File: config.mk
export PLATFORM = sky130hd
export DESIGN_NAME = pulse_meter
export DESIGN_NICKNAME = d
export VERILOG_FILES = /design/src/rtl/pulse_meter.sv
export SDC_FILE = /design/constraint.sdc
export NUM_CORES = 1
export LEC_CHECK = 0
export ABC_AREA = 1
export CAP_MARGIN = 10
export CORE_MARGIN = 3
export CORE_UTILIZATION = 52
export CTS_CLUSTER_DIAMETER = 50
export DETAILED_ROUTE_END_ITERATION = 6
export GPL_TIMING_DRIVEN = 0
export PLACE_DENSITY_LB_ADDON = 0.2
export SKIP_CTS_REPAIR_TIMING = 1
export SKIP_LAST_GASP = 1
export SYNTH_ARGS = -nofsm -noshare
export SYNTH_HDL_FRONTEND = slang
export SYNTH_SLANG_ARGS = --single-unit
File: constraint.sdc
create_clock -name clk_in -period 4.3 [get_ports clk_in]
set_clock_uncertainty 0.15 [all_clocks]
set_input_delay 1.29 -clock clk_in [delete_from_list [all_inputs] [get_ports clk_in]]
set_output_delay 1.29 -clock clk_in [all_outputs]
set_load 0.02 [all_outputs]
File: src/rtl/pulse_meter.sv
// Multi-channel gated pulse counter: synchronised inputs, back-to-back windows of gate_len cycles.
// Results load one edge after a window's last cycle; a result that is not accepted is overwritten and flagged.
module pulse_meter #(
  parameter int CHANNELS    = 4,
  parameter int CNT_WIDTH   = 16,
  parameter int GATE_WIDTH  = 32,
  parameter int SYNC_STAGES = 2
) (
  input  logic                          clk_in,
  input  logic                          rst_in,
  input  logic                          enable_in,
  input  logic [GATE_WIDTH-1:0]         gate_len_in,
  input  logic [1:0]                    edge_mode_in,
  input  logic [CHANNELS-1:0]           pulse_in,
  output logic [CHANNELS*CNT_WIDTH-1:0] count_out,
  output logic [CHANNELS-1:0]           ovf_out,
  output logic                          valid_out,
  input  logic                          ready_in,
  output logic                          overrun_out
);

  // A single-flop synchroniser is never acceptable, so shallower settings are clamped to two.
  localparam int SYNC_N = (SYNC_STAGES < 2) ? 2 : SYNC_STAGES;
  localparam logic [CNT_WIDTH-1:0] CNT_MAX = '1;

  localparam logic [1:0] MODE_RISE  = 2'b00;
  localparam logic [1:0] MODE_FALL  = 2'b01;
  localparam logic [1:0] MODE_BOTH  = 2'b10;
  localparam logic [1:0] MODE_LEVEL = 2'b11;

  typedef enum logic {
    IDLE = 1'b0,
    RUN  = 1'b1
  } state_t;

  state_t state_q, state_d;

  logic [SYNC_N-1:0][CHANNELS-1:0]    sync_q, sync_d;
  logic [CHANNELS-1:0]                hist_q, hist_d;
  logic [GATE_WIDTH-1:0]              gate_len_q, gate_len_d;
  logic [1:0]                         mode_q, mode_d;
  logic [GATE_WIDTH-1:0]              gate_cnt_q, gate_cnt_d;
  logic [CHANNELS-1:0][CNT_WIDTH-1:0] cnt_q, cnt_d;
  logic [CHANNELS-1:0]                wovf_q, wovf_d;
  logic [CHANNELS-1:0][CNT_WIDTH-1:0] res_cnt_q, res_cnt_d;
  logic [CHANNELS-1:0]                res_ovf_q, res_ovf_d;
  logic                               valid_q, valid_d;
  logic                               overrun_q, overrun_d;

  logic [CHANNELS-1:0]                sync_val;
  logic [CHANNELS-1:0]                event_vec;
  logic [CHANNELS-1:0][CNT_WIDTH-1:0] cnt_next;
  logic [CHANNELS-1:0]                ovf_next;
  logic [GATE_WIDTH-1:0]              gate_last_idx;
  logic                               last_cycle;
  logic                               win_start;
  logic                               counting;
  logic                               load;
  logic                               accept;

  // State register
  always_ff @(posedge clk_in) begin
    if (rst_in) begin
      state_q <= IDLE;
    end else begin
      state_q <= state_d;
    end
  end

  // Next-state logic
  always_comb begin
    state_d = state_q;
    case (state_q)
      IDLE:    if (enable_in)  state_d = RUN;
      RUN:     if (!enable_in) state_d = IDLE;
      default: state_d = IDLE;
    endcase
  end

  // FSM outputs: window start, counting, and result load strobes
  always_comb begin
    win_start = 1'b0;
    counting  = 1'b0;
    load      = 1'b0;
    case (state_q)
      IDLE: begin
        win_start = enable_in;
      end
      RUN: begin
        if (enable_in) begin
          counting = 1'b1;
          if (last_cycle) begin
            load      = 1'b1;
            win_start = 1'b1;
          end
        end
      end
      default: begin
        win_start = 1'b0;
      end
    endcase
  end

  // Synchroniser chain; stage 0 samples the raw input.
  always_comb begin
    sync_d   = {sync_q[SYNC_N-2:0], pulse_in};
    sync_val = sync_q[SYNC_N-1];
    hist_d   = sync_val;
  end

  always_comb begin
    event_vec = '0;
    case (mode_q)
      MODE_RISE:  event_vec = sync_val & ~hist_q;
      MODE_FALL:  event_vec = ~sync_val & hist_q;
      MODE_BOTH:  event_vec = sync_val ^ hist_q;
      MODE_LEVEL: event_vec = sync_val;
      default:    event_vec = '0;
    endcase
  end

  // Overflow marks an event that arrived while the counter was already pinned at its maximum.
  always_comb begin
    cnt_next = cnt_q;
    ovf_next = wovf_q;
    for (int k = 0; k < CHANNELS; k++) begin
      if (event_vec[k]) begin
        if (cnt_q[k] == CNT_MAX) begin
          ovf_next[k] = 1'b1;
        end else begin
          cnt_next[k] = cnt_q[k] + CNT_WIDTH'(1);
        end
      end
    end
  end

  // A zero length behaves as a one-cycle window.
  always_comb begin
    gate_last_idx = (gate_len_q == '0) ? '0 : (gate_len_q - GATE_WIDTH'(1));
    last_cycle    = (gate_cnt_q == gate_last_idx);
  end

  always_comb begin
    gate_len_d = gate_len_q;
    mode_d     = mode_q;
    gate_cnt_d = '0;
    cnt_d      = '0;
    wovf_d     = '0;
    if (win_start) begin
      gate_len_d = gate_len_in;
      mode_d     = edge_mode_in;
    end else if (counting) begin
      gate_cnt_d = gate_cnt_q + GATE_WIDTH'(1);
      cnt_d      = cnt_next;
      wovf_d     = ovf_next;
    end
  end

  // Result holding register with valid/ready handshake and overrun tracking.
  always_comb begin
    accept    = valid_q & ready_in;
    res_cnt_d = load ? cnt_next : res_cnt_q;
    res_ovf_d = load ? ovf_next : res_ovf_q;
    valid_d   = valid_q;
    overrun_d = overrun_q;
    if (load) begin
      valid_d = 1'b1;
    end else if (accept) begin
      valid_d = 1'b0;
    end
    if (accept) begin
      overrun_d = 1'b0;
    end else if (load && valid_q) begin
      overrun_d = 1'b1;
    end
  end

  always_ff @(posedge clk_in) begin
    if (rst_in) begin
      sync_q     <= '0;
      hist_q     <= '0;
      gate_len_q <= '0;
      mode_q     <= '0;
      gate_cnt_q <= '0;
      cnt_q      <= '0;
      wovf_q     <= '0;
      res_cnt_q  <= '0;
      res_ovf_q  <= '0;
      valid_q    <= 1'b0;
      overrun_q  <= 1'b0;
    end else begin
      sync_q     <= sync_d;
      hist_q     <= hist_d;
      gate_len_q <= gate_len_d;
      mode_q     <= mode_d;
      gate_cnt_q <= gate_cnt_d;
      cnt_q      <= cnt_d;
      wovf_q     <= wovf_d;
      res_cnt_q  <= res_cnt_d;
      res_ovf_q  <= res_ovf_d;
      valid_q    <= valid_d;
      overrun_q  <= overrun_d;
    end
  end

  assign count_out   = res_cnt_q;
  assign ovf_out     = res_ovf_q;
  assign valid_out   = valid_q;
  assign overrun_out = overrun_q;

endmodule

==> impl_metrics.xml <==
<?xml version="1.0" encoding="UTF-8"?>
<metrics>
  <group name="layout">
    <metric name="fin_nets" unit="">1891</metric>
    <metric name="area_delta_synth_final" unit="%">20.6</metric>
    <metric name="final_common_cell" unit="">sky130_fd_sc_hd__nor2_1</metric>
    <metric name="commonest_cells_after_routing_fill_and_taps_aside" unit="">sky130_fd_sc_hd__nor2_1, sky130_fd_sc_hd__nand2_1, sky130_fd_sc_hd__inv_1</metric>
    <metric name="final_cells" unit="">2124</metric>
    <metric name="seq_area" unit="um^2">4340</metric>
    <metric name="fill_cells" unit="">1887</metric>
    <metric name="area_of_combinational_cells_with_multiple_inputs" unit="um^2">5510</metric>
    <metric name="antenna_cells_inserted" unit="">0</metric>
    <metric name="finish.instance_area" unit="um^2">13300</metric>
    <metric name="final_layout_size_suffix_gt1_share" unit="%">5.18</metric>
  </group>
  <group name="clocking">
    <metric name="cts_htree_levels" unit="">1</metric>
    <metric name="sinks_on_clock_net" unit="">217</metric>
    <metric name="cts_tree" unit="">yes</metric>
    <metric name="worstSkewPairLatency" unit="ps">540</metric>
    <metric name="cts_max_path_buffers" unit="">3</metric>
    <metric name="clk_transition_reported_paths" unit="ps">60</metric>
    <metric name="root_buffer_cell" unit="">sky130_fd_sc_hd__clkbuf_16</metric>
    <metric name="cts_buffers" unit="">25</metric>
  </group>
  <group name="critical_path">
    <metric name="critPathMostFrequentCell" unit="">sky130_fd_sc_hd__nand2_2</metric>
    <metric name="start_kind" unit="">flop</metric>
    <metric name="setup.worst_path.end_class" unit="">flop</metric>
    <metric name="critical-path-slowest-cell" unit="">sky130_fd_sc_hd__buf_2</metric>
    <metric name="worst_r2r_path_depth" unit="">17</metric>
    <metric name="r2r_start" unit="">gate_len_q[0]</metric>
    <metric name="ordered_list_of_cells_on_the_worst_path" unit="">inv_1 &gt; ha_1 &gt; nand2_2 &gt; nor2_4 &gt; nand2_1 &gt; inv_2 &gt; nand2_2 &gt; buf_2 &gt; nand3_1 &gt; xor2_1 &gt; nand3b_1 &gt; nor2_1 &gt; nand3_2 &gt; buf_6 &gt; nand2_2 &gt; buf_2 &gt; nor2_1</metric>
    <metric name="rr_endpoint" unit="">gate_cnt_q[23]</metric>
    <metric name="setup.worst_path.class" unit="">reg -&gt; reg</metric>
    <metric name="cp_max_fo" unit="">10</metric>
    <metric name="crit_path_max_incr_delay" unit="ps">320</metric>
    <metric name="timing.critical_path.arrival" unit="ps">3690</metric>
    <metric name="ff2ff_setup_slack" unit="ps">880</metric>
    <metric name="required" unit="ps">4570</metric>
  </group>
  <group name="power">
    <metric name="power_density" unit="nW/um^2">352</metric>
    <metric name="vdd_drop_max" unit="mV">0.281</metric>
    <metric name="cellLeakagePower" unit="nW">5.47</metric>
  </group>
  <group name="placement">
    <metric name="dp_cells" unit="">2078</metric>
    <metric name="place.gp.congestion" unit="">0.937</metric>
    <metric name="place_worst_setup_slack" unit="ps">622</metric>
    <metric name="detailedPlacementHpwl" unit="um">23700</metric>
    <metric name="port_buffers" unit="">110</metric>
    <metric name="placed_cell_area" unit="um^2">12500</metric>
  </group>
  <group name="routing">
    <metric name="wirelength" unit="um">31200</metric>
    <metric name="detailroute.via_count" unit="">10818</metric>
    <metric name="drt_iter0_drc" unit="">574</metric>
    <metric name="drt_drc_violations_left" unit="">0</metric>
    <metric name="firstDrtPassIters" unit="">5</metric>
    <metric name="detail_routed_net_length_per_standard_cell" unit="um">14.7</metric>
    <metric name="detail_route.vias_per_cell" unit="">5.09</metric>
    <metric name="antenna_violating_nets_post_route" unit="">0</metric>
  </group>
  <group name="floorplanning">
    <metric name="top_level_ports" unit="">112</metric>
    <metric name="fp-row-count" unit="">52</metric>
    <metric name="die_w" unit="um">152</metric>
    <metric name="die_h" unit="um">152</metric>
    <metric name="initial_core_util" unit="%">53.7</metric>
    <metric name="design.die.area" unit="um^2">23000</metric>
    <metric name="core_region_area" unit="um^2">20600</metric>
  </group>
  <group name="hold_path">
    <metric name="timing.hold.worst.start" unit="">sync_d[7]</metric>
    <metric name="hold_path_depth" unit="">2</metric>
    <metric name="worst_hold_path.endpoint" unit="">hist_d[3]</metric>
    <metric name="timing.hold.worst.class" unit="">reg -&gt; reg</metric>
  </group>
  <group name="sta">
    <metric name="timing_worst_slew_pin_value" unit="ps">898</metric>
    <metric name="final.setup.tns" unit="ps">0</metric>
    <metric name="worst_slew_margin_rel" unit="%">40.1</metric>
    <metric name="finalHoldViolations" unit="">0</metric>
    <metric name="period_share" unit="%">79.6</metric>
    <metric name="unrepaired_setup_endpoints_after_global_routing" unit="">false</metric>
    <metric name="smallest_setup_slack_after_layout" unit="ps">878</metric>
    <metric name="final-setup-viol-count" unit="">0</metric>
    <metric name="max_clock_freq" unit="GHz">0.292</metric>
    <metric name="finalMaxSlewViolations" unit="">0</metric>
    <metric name="finalHoldWorstSlack" unit="ps">256</metric>
    <metric name="final.min_clock_period" unit="ps">3420</metric>
  </group>
  <group name="yosys">
    <metric name="postSynthCellCount" unit="">1698</metric>
    <metric name="yosysWarningCount" unit="">0</metric>
    <metric name="number_of_nets_in_the_synthesized_netlist" unit="">1754</metric>
    <metric name="synth.yosys.seq_area_share" unit="%">39.4</metric>
    <metric name="synth_seq_cells" unit="">217</metric>
    <metric name="syn_area_per_cell" unit="um^2">6.50</metric>
    <metric name="post_synth_num_cell_types" unit="">34</metric>
    <metric name="syn_area" unit="um^2">11000</metric>
  </group>
  <group name="global_routing">
    <metric name="grt_first_pass_wirelength" unit="um">49300</metric>
    <metric name="number_of_global_route_vias_before_repair" unit="">10127</metric>
    <metric name="initial_antenna_violation_count" unit="">1</metric>
    <metric name="grt_overflow_total" unit="">0</metric>
    <metric name="globalRouteTotalUtil" unit="%">26.8</metric>
    <metric name="grt_start_max_net_pins" unit="">14</metric>
  </group>
  <group name="run_status">
    <metric name="outcome" unit="">finished, final reports clean</metric>
  </group>
  <group name="flow_run">
    <metric name="maxCapViolations" unit="">0</metric>
  </group>
</metrics>
==> worst max path at each step <==
stage / slack, ps / to / startpoint / cells after the start
after floorplan: 1610 / count_out[13] / enable_in / 13
after global placement: 650 / gate_cnt_q[25] / enable_in / 14
after detailed placement: 620 / gate_cnt_q[23] / enable_in / 14
after CTS: 930 / gate_cnt_q[23] / gate_len_q[0] / 17
after global routing: 670 / gate_cnt_q[29] / gate_len_q[0] / 17
final: 880 / gate_cnt_q[23] / gate_len_q[0] / 17
==> synth_stat cells <==
master | number | area share (%)
sky130_fd_sc_hd__a21oi_1 | 53 | 2.4
sky130_fd_sc_hd__a31oi_1 | 1 | 0.057
sky130_fd_sc_hd__buf_1 | 2 | 0.068
sky130_fd_sc_hd__buf_2 | 28 | 1.3
sky130_fd_sc_hd__buf_4 | 1 | 0.068
sky130_fd_sc_hd__buf_6 | 5 | 0.51
sky130_fd_sc_hd__clkbuf_1 | 20 | 0.68
sky130_fd_sc_hd__clkbuf_2 | 2 | 0.091
sky130_fd_sc_hd__clkinv_1 | 1 | 0.034
sky130_fd_sc_hd__dfxtp_1 | 217 | 39
sky130_fd_sc_hd__ha_1 | 14 | 1.6
sky130_fd_sc_hd__inv_1 | 233 | 7.9
sky130_fd_sc_hd__inv_2 | 2 | 0.068
sky130_fd_sc_hd__mux2i_1 | 3 | 0.27
sky130_fd_sc_hd__nand2_1 | 343 | 12
sky130_fd_sc_hd__nand2_2 | 3 | 0.17
sky130_fd_sc_hd__nand3_1 | 111 | 5.0
sky130_fd_sc_hd__nand3_2 | 1 | 0.091
sky130_fd_sc_hd__nand3b_1 | 5 | 0.34
sky130_fd_sc_hd__nand4_1 | 33 | 1.9
sky130_fd_sc_hd__nor2_1 | 395 | 13
sky130_fd_sc_hd__nor2_2 | 7 | 0.40
sky130_fd_sc_hd__nor2_4 | 2 | 0.20
sky130_fd_sc_hd__nor3_1 | 59 | 2.7
sky130_fd_sc_hd__nor3b_1 | 2 | 0.14
sky130_fd_sc_hd__nor4_1 | 6 | 0.34
sky130_fd_sc_hd__nor4_2 | 1 | 0.11
sky130_fd_sc_hd__o211ai_1 | 4 | 0.27
sky130_fd_sc_hd__o21a_1 | 1 | 0.068
sky130_fd_sc_hd__o21ai_0 | 43 | 1.9
sky130_fd_sc_hd__o21ai_1 | 28 | 1.3
sky130_fd_sc_hd__or2_2 | 5 | 0.28
sky130_fd_sc_hd__xnor2_1 | 9 | 0.71
sky130_fd_sc_hd__xor2_1 | 58 | 4.6
==> layout make-up <==
class / count / area share [%]
inverter: 236 / 6.65
buffer: 58 / 2.23
tap: 270 / 2.54
sequential: 217 / 32.6
timing repair buffer: 110 / 8.27
clock inverter: 10 / 0.968
clock buffer: 36 / 5.31
multi-input combinational: 1187 / 41.4
==> sequential cells by signal, summed over array words and instances, names as in the netlist <==
name	count
sync_d	4
overrun_out	1
wovf_q	4
hist_d	4
gate_len_q	32
count_out	64
state_q	1
ovf_out	4
gate_cnt_q	32
hist_q	4
cnt_q	64
valid_out	1
mode_q	2
==> kinds of logic (layout without fill, tap and decap cells) <==
kind of cell,Yosys count,count (layout),synth area share (%)
mux,3,3,0.272
xor+xnor,67,67,5.32
buf+inv,294,450,10.7
compound gates,130,130,6.02
simple gates,973,973,36.7
flops,217,217,39.4
fa+ha+maj,14,14,1.59
==> metal layers <==
| metal | part of all wire [%] | global-route usage, % | wire length [um] | vias up |
|---|---|---|---|---|
| met2 | 45 | 44.6 | 14200 | 281 |
| li1 | - | - | - | 5538 |
| met3 | 5.4 | 4.43 | 1680 | 81 |
| met4 | 4.0 | 10.3 | 1250 | 2 |
| met1 | 45 | 35.0 | 14100 | 4916 |
| met5 | 0.032 | 0 | 10 | - |
==> metrics by stage <==
stage | total power [mW] | util, %
floorplan | 2.42 | -
global placement | 2.56 | 60.7
detailed placement | 2.57 | 60.7
CTS | 4.71 | 64.8
global route | 4.84 | 64.8
finish | 4.68 | 64.8
==> critical path, delay by kind of cell (launching register included) <==
family	cells	cell delay, ps
xor gates and xnor gates	1	170
adders and majority gates	1	250
buffers and inverters	5	910
DFF	1	310
and+or+nand+nor	10	1490
==> power by group <==
group	switching, mW	leakage (nW)	internal (mW)
Clock	0.870	0.414	1.28
Combinational	0.298	3.30	0.161
Sequential	0.0343	1.76	2.04
Total	1.20	5.47	3.48
(Power assumes the default switching activity.)
